## src/rtl/inliers_scan_master_if.sv

```systemverilog
// inliers_scan_master_if: Avalon-MM bus bundle between the scan master and the interconnect
interface inliers_scan_master_if #(
  parameter int ADDR_W = 32
);
  logic [ADDR_W-1:0] address;
  logic read;
  logic write;
  logic [31:0] writedata;
  logic [31:0] readdata;
  logic waitrequest;
  modport master(output address, read, write, writedata, input readdata, waitrequest);
  modport slave(input address, read, write, writedata, output readdata, waitrequest);
endinterface

```

## src/rtl/inliers_scan_master.sv

```systemverilog
// inliers_scan_master: Avalon-MM master that programs the inlier-check block, streams N points through it and counts inliers
module inliers_scan_master #(
  parameter int ADDR_W = 32,
  parameter logic [31:0] INLIER_BASE = 32'h0000_1000,
  parameter int CNT_W = 16
) (
  input  logic clk,
  input  logic reset,
  input  logic start,
  input  logic [31:0] scale_factor,
  input  logic [31:0] line_a,
  input  logic [31:0] line_b,
  input  logic [31:0] threshold,
  input  logic [ADDR_W-1:0] point_base,
  input  logic [CNT_W-1:0] num_points,
  output logic busy,
  output logic done,
  output logic [CNT_W-1:0] inlier_count,
  inliers_scan_master_if.master avm
);
  typedef enum logic [3:0] {IDLE, W_SCALE, W_A, W_B, W_THR, R_X, R_Y, W_X, W_Y, R_RES, FINISH} state_t;
  localparam logic [ADDR_W-1:0] base = ADDR_W'(INLIER_BASE);
  state_t state, nxt;
  logic [31:0] scale_q, a_q, b_q, thr_q, x_q, y_q, cmd_data;
  logic [ADDR_W-1:0] pb_q, pt_addr, cmd_addr;
  logic [CNT_W-1:0] n_q, idx;
  logic active, last, cmd_wr;
  assign active = avm.read | avm.write;
  assign pt_addr = pb_q + (ADDR_W'(idx) << 3);
  always_comb begin
    last = idx == n_q - CNT_W'(1);
    cmd_wr = state inside {W_SCALE, W_A, W_B, W_THR, W_X, W_Y};
    cmd_data = state == W_SCALE ? scale_q : state == W_A ? a_q : state == W_B ? b_q :
               state == W_THR ? thr_q : state == W_X ? x_q : state == W_Y ? y_q : '0;
    cmd_addr = state == R_X ? pt_addr : state == R_Y ? pt_addr + ADDR_W'(4) :
               base + ADDR_W'(state == W_A ? 4 : state == W_B ? 8 : state == W_THR ? 20 :
                               state == W_X ? 12 : state == W_Y ? 16 : 0);
    nxt = state == W_SCALE ? W_A : state == W_A ? W_B : state == W_B ? W_THR :
          state == W_THR ? (n_q == '0 ? FINISH : R_X) : state == R_X ? R_Y : state == R_Y ? W_X :
          state == W_X ? W_Y : state == W_Y ? R_RES : state == R_RES ? (last ? FINISH : R_X) : IDLE;
  end
  always_ff @(posedge clk)
    if (reset) begin
      state <= IDLE;
      busy <= 1'b0;
      done <= 1'b0;
      inlier_count <= '0;
      idx <= '0;
      avm.read <= 1'b0;
      avm.write <= 1'b0;
      avm.address <= '0;
      avm.writedata <= '0;
      scale_q <= '0;
      a_q <= '0;
      b_q <= '0;
      thr_q <= '0;
      x_q <= '0;
      y_q <= '0;
      pb_q <= '0;
      n_q <= '0;
    end else begin
      done <= 1'b0;
      case (state)
        IDLE:
          if (start) begin
            scale_q <= scale_factor;
            a_q <= line_a;
            b_q <= line_b;
            thr_q <= threshold;
            pb_q <= point_base;
            n_q <= num_points;
            inlier_count <= '0;
            idx <= '0;
            busy <= 1'b1;
            state <= W_SCALE;
          end
        FINISH: state <= IDLE;
        default:
          if (!active) begin
            avm.address <= cmd_addr;
            avm.write <= cmd_wr;
            avm.read <= !cmd_wr;
            avm.writedata <= cmd_data;
          end else if (!avm.waitrequest) begin
            avm.read <= 1'b0;
            avm.write <= 1'b0;
            state <= nxt;
            if (state == R_X) x_q <= avm.readdata;
            if (state == R_Y) y_q <= avm.readdata;
            if (state == R_RES) begin
              inlier_count <= inlier_count + CNT_W'(avm.readdata[0]);
              idx <= last ? idx : idx + CNT_W'(1);
            end
            if (nxt == FINISH) begin
              busy <= 1'b0;
              done <= 1'b1;
            end
          end
      endcase
    end
endmodule

```

## src/flat_wrapper.sv

```systemverilog
// flat-port wrapper written by rule: the top's interface ports become plain ports
module inliers_scan_master_flat 
#(
  parameter int ADDR_W = 32,
  parameter logic [31:0] INLIER_BASE = 32'h0000_1000,
  parameter int CNT_W = 16
)
  (clk, reset, start, scale_factor, line_a, line_b, threshold, point_base, num_points, busy, done, inlier_count, avm_address, avm_read, avm_write, avm_writedata, avm_readdata, avm_waitrequest);
  inliers_scan_master_if #(.ADDR_W(ADDR_W)) avm_i ();
  input  logic clk;
  input  logic reset;
  input  logic start;
  input  logic [31:0] scale_factor;
  input  logic [31:0] line_a;
  input  logic [31:0] line_b;
  input  logic [31:0] threshold;
  input  logic [ADDR_W-1:0] point_base;
  input  logic [CNT_W-1:0] num_points;
  output logic busy;
  output logic done;
  output logic [CNT_W-1:0] inlier_count;
  output wire logic [$bits(avm_i.address)-1:0] avm_address;
  output wire logic [$bits(avm_i.read)-1:0] avm_read;
  output wire logic [$bits(avm_i.write)-1:0] avm_write;
  output wire logic [$bits(avm_i.writedata)-1:0] avm_writedata;
  input wire logic [$bits(avm_i.readdata)-1:0] avm_readdata;
  input wire logic [$bits(avm_i.waitrequest)-1:0] avm_waitrequest;
  assign avm_address = avm_i.address;
  assign avm_read = avm_i.read;
  assign avm_write = avm_i.write;
  assign avm_writedata = avm_i.writedata;
  assign avm_i.readdata = avm_readdata;
  assign avm_i.waitrequest = avm_waitrequest;
  inliers_scan_master #(.ADDR_W(ADDR_W), .INLIER_BASE(INLIER_BASE), .CNT_W(CNT_W)) u_core (.clk(clk), .reset(reset), .start(start), .scale_factor(scale_factor), .line_a(line_a), .line_b(line_b), .threshold(threshold), .point_base(point_base), .num_points(num_points), .busy(busy), .done(done), .inlier_count(inlier_count), .avm(avm_i));
endmodule
```

## config.mk

```make
export PLATFORM = sky130hd
export DESIGN_NAME = inliers_scan_master_flat
export DESIGN_NICKNAME = d
export VERILOG_FILES = /design/src/rtl/inliers_scan_master_if.sv /design/src/rtl/inliers_scan_master.sv /design/src/flat_wrapper.sv
export SDC_FILE = /design/constraint.sdc
export NUM_CORES = 1
export LEC_CHECK = 0
export CORE_UTILIZATION = 57
export CTS_BUF_LIST = sky130_fd_sc_hd__clkbuf_16
export CTS_CLUSTER_DIAMETER = 200
export DETAILED_ROUTE_END_ITERATION = 8
export PLACE_DENSITY = 0.87
export SYNTH_ARGS = -nofsm -noshare
export SYNTH_HDL_FRONTEND = slang
export SYNTH_SLANG_ARGS = --single-unit
```

## constraint.sdc

```tcl
create_clock -name clk -period 7.4 [get_ports clk]
set_clock_uncertainty 0.1 [all_clocks]
set_input_delay 1.48 -clock clk [delete_from_list [all_inputs] [get_ports clk]]
set_output_delay 1.48 -clock clk [all_outputs]
set_load 0.02 [all_outputs]
```

==> metrics <==
status finished clean; gr usage total 0.348; initial antenna violation count 4; Final setup viols 0; switching share of power 0.306; post-CTS sizing 0; Critical Path Source Type flip-flop; Critical Path End u_core.avm.address[26]$_SDFFE_PP0P_; Synth Net Count 2,405; Final Util 0.734; delay-heaviest family, CP simple AND/OR/NAND/NOR gates; setup_tns 0 ps; 1st-pass router iterations 8; most common cell after layout, fill and taps aside nand2_1; mean cell area of the mapped netlist 7.57 µm²; Worst Hold Class flip-flop to flip-flop; Worst R2R Start u_core.idx[0]$_SDFFE_PP0P_; Yosys top cell area share 0.419; crit path from u_core.idx[0]$_SDFFE_PP0P_; YS warnings 0; data required time of the critical path 7680 ps; Least-Margin Pin Slew 1260 ps; R2R Setup Slk 3230 ps; met1 Track Usage GR 0.431; Fin. Hold Viols 0; FFs w/ async S/R, synth 0; post-CTS setup buffers 0; Worst Path Buf+Inv 0; placed wire-length estimate 34,800 µm; Clock Path Buffers 3; CTS tree done; Clock Latency Late Sink 540 ps; leakage power 0.00726 µW; vias in the first global route 15,800; total stage count of the critical path 11; port bufs 295; sequential share of the synthesized area 0.419; Num Clock Sinks 344; commonest cells after routing, fill and taps aside nand2_1 (618), dfxtp_1 (344), a21oi_1 (321); Crit Path Category flip-flop to flip-flop; delay of the slowest critical-path stage 670 ps; dpl cell area 0.0194 mm²; crit-path max FO 8; Fill cells 2,215; Achievable Freq 240 MHz; layout cells sized above 1 0.0527; Post-synth EDFFs 0; flop and latch count out of synthesis 344; GRT met2 Usage 0.576; DRC viols 0; Sequential Power Share 0.437; largest net degree at the start of global routing 131; Gate power share 0.199; PD cells 233 mW/mm²; sw power 1470 µW; Reg2Reg Capture Point u_core.avm.address[26]$_SDFFE_PP0P_; CP arrival 4440 ps; Layout area overhead 25.4%; Max Transition Viols Final 0; Mapped Cells 2,170; DR WL/cell 18.8 µm; GR Util met3 0.0743; Final Cycle Share 0.563; CP Capture Type flip-flop; global-route wire length before repair 81,500 µm; netlist area before placement 0.0164 mm²; Pint 3330 µW; Root Buffer Master clkbuf_16; starting density of the core 0.585; routed via count 16,800; Net count, final 2,598; Reg clk slew, reported paths 60 ps; Max-Cap Viols 0; largest area contributor in the netlist dfxtp_1; RSZ-0062 raised after global routing no; CTS Hold Bufs 0; H-tree Lvls 2; Die X 172 µm; CP max stage cell nor4_1; Critical Path, Cell by Cell ha_1, fa_1, a211oi_4, nor4_4, o21ai_0, nand2_1, or3_1, o211a_2, nor4_1, mux2i_1, o211ai_1; placer congestion estimate 0.949; # rows 61; die area 0.0295 mm²; Clock power frac 0.364; Core Box Area 0.0281 mm²; ANT nets after route 0; design area 0.0206 mm²; Synth cell types 87; Initial DRC Count 1,678; Max VDD drop 0.181 mV; largest cells by area after synthesis dfxtp_1 (42%), nand2_1 (14%), a21oi_1 (9.8%), clkbuf_1 (3.2%), a22oi_1 (3.0%); CTS Buf Count 37; WL final 52,300 µm; slew margin rel. 0.159; grt ovf 0; Most used DFF post-synth dfxtp_1; worst r2r path cells 11; die height 172 µm; Tmin final 4170 ps; GR peak layer met2; via-per-instance ratio 6.05; Ports 296
kinds of logic (layout without fill, tap and decap cells):
group,after synthesis,in the layout,share of synthesized area
AO/OA/AOI/OAI,563,563,0.209
XOR/XNOR,73,73,0.0398
adder cells (fa/ha/maj),23,23,0.0180
buffers and inverters,182,404,0.0428
flip-flops,344,344,0.419
multiplexers,9,9,0.00548
other,0,7,0
AND/OR/NAND/NOR,976,976,0.266
metrics by stage:
step	setup WS, ps	cells	hold WS, ps	power, µW
after floorplan	3730	2170	336	2680
after global placement	3220	2702	341	3040
after detailed placement	3200	2702	346	3070
after CTS	3340	2770	354	4790
after global routing	2920	2772	363	4970
final	3230	2777	355	4790
tightest hold or removal path: stages (launching register included):
cell     delay, ps
dfxtp_1        310
nand2_1         50
a21oi_1         50
sequential cells by signal, indices dropped and copies added, names as in the netlist:
signal / count
u_core.a_q: 32
u_core.avm.address: 32
u_core.avm.read: 1
u_core.avm.write: 1
u_core.avm.writedata: 32
u_core.b_q: 32
u_core.busy: 1
u_core.done: 1
u_core.idx: 16
u_core.inlier_count: 16
u_core.n_q: 16
u_core.pb_q: 32
u_core.scale_q: 32
u_core.state: 4
u_core.thr_q: 32
u_core.x_q: 32
u_core.y_q: 32
worst min-delay path by stage:
| stage | start | to | slack, ps | cells past startpoint |
|---|---|---|---|---|
| final | u_core.y_q[31]$_SDFFE_PP0P_ | u_core.y_q[31]$_SDFFE_PP0P_ | 360 | 2 |
| after global routing | u_core.scale_q[15]$_SDFFE_PP0P_ | u_core.scale_q[15]$_SDFFE_PP0P_ | 360 | 2 |
| after CTS | u_core.y_q[31]$_SDFFE_PP0P_ | u_core.y_q[31]$_SDFFE_PP0P_ | 350 | 2 |
| after detailed placement | u_core.y_q[31]$_SDFFE_PP0P_ | u_core.y_q[31]$_SDFFE_PP0P_ | 350 | 2 |
| after global placement | u_core.b_q[18]$_SDFFE_PP0P_ | u_core.b_q[18]$_SDFFE_PP0P_ | 340 | 2 |
| after floorplan | u_core.y_q[31]$_SDFFE_PP0P_ | u_core.y_q[31]$_SDFFE_PP0P_ | 340 | 2 |
layer usage:
metal | vias up | part of all wire | routed length [µm]
met5 | - | 0.00046 | 24
met4 | 4 | 0.037 | 1930
met3 | 158 | 0.089 | 4630
met2 | 865 | 0.47 | 24700
met1 | 7857 | 0.40 | 21000
li1 | 7928 | - | -
power groups by stage:
stage / combinational [µW] / clock, µW / sequential (µW)
after CTS: 942 / 1750 / 2090
final: 953 / 1750 / 2100
after detailed placement: 935 / 0 / 2130
after global placement: 916 / 0 / 2120
after global routing: 1040 / 1830 / 2110
after floorplan: 529 / 0 / 2150
cell type report:
class	instances	area, µm²	share of cell area
clock buffer	37	926	0.0449
tap	378	473	0.0229
antenna	7	17.5	0.000850
multi-input combinational	1644	8900	0.432
inverter	21	78.8	0.00382
clock inverter	31	221	0.0107
timing repair buffer	315	3110	0.151
sequential	344	6890	0.334
cells in the mapped netlist, types with 6 or more instances:
master and instances:
o21ai_0 37, dfxtp_1 344, or4_1 9, a31oi_1 10, a22oi_1 66, or3_1 10
o21a_1 7, a21oi_1 321, o211ai_1 37, nand2b_1 11, nand2_1 619, and4_1 7
nand3b_1 7, and3_1 11, nor2b_1 7, xor2_1 30, nand3_1 39, nor4_1 19
nand4_1 52, or2_2 8, mux2i_1 9, buf_2 7, ha_1 22, xnor2_1 41
a211oi_1 9, a21o_1 7, nor2_1 107, o31ai_1 6, clkbuf_1 141, inv_1 20
a221oi_1 11, nor3_1 40, buf_1 11
No activity file was read; power rests on OpenSTA's default activity.
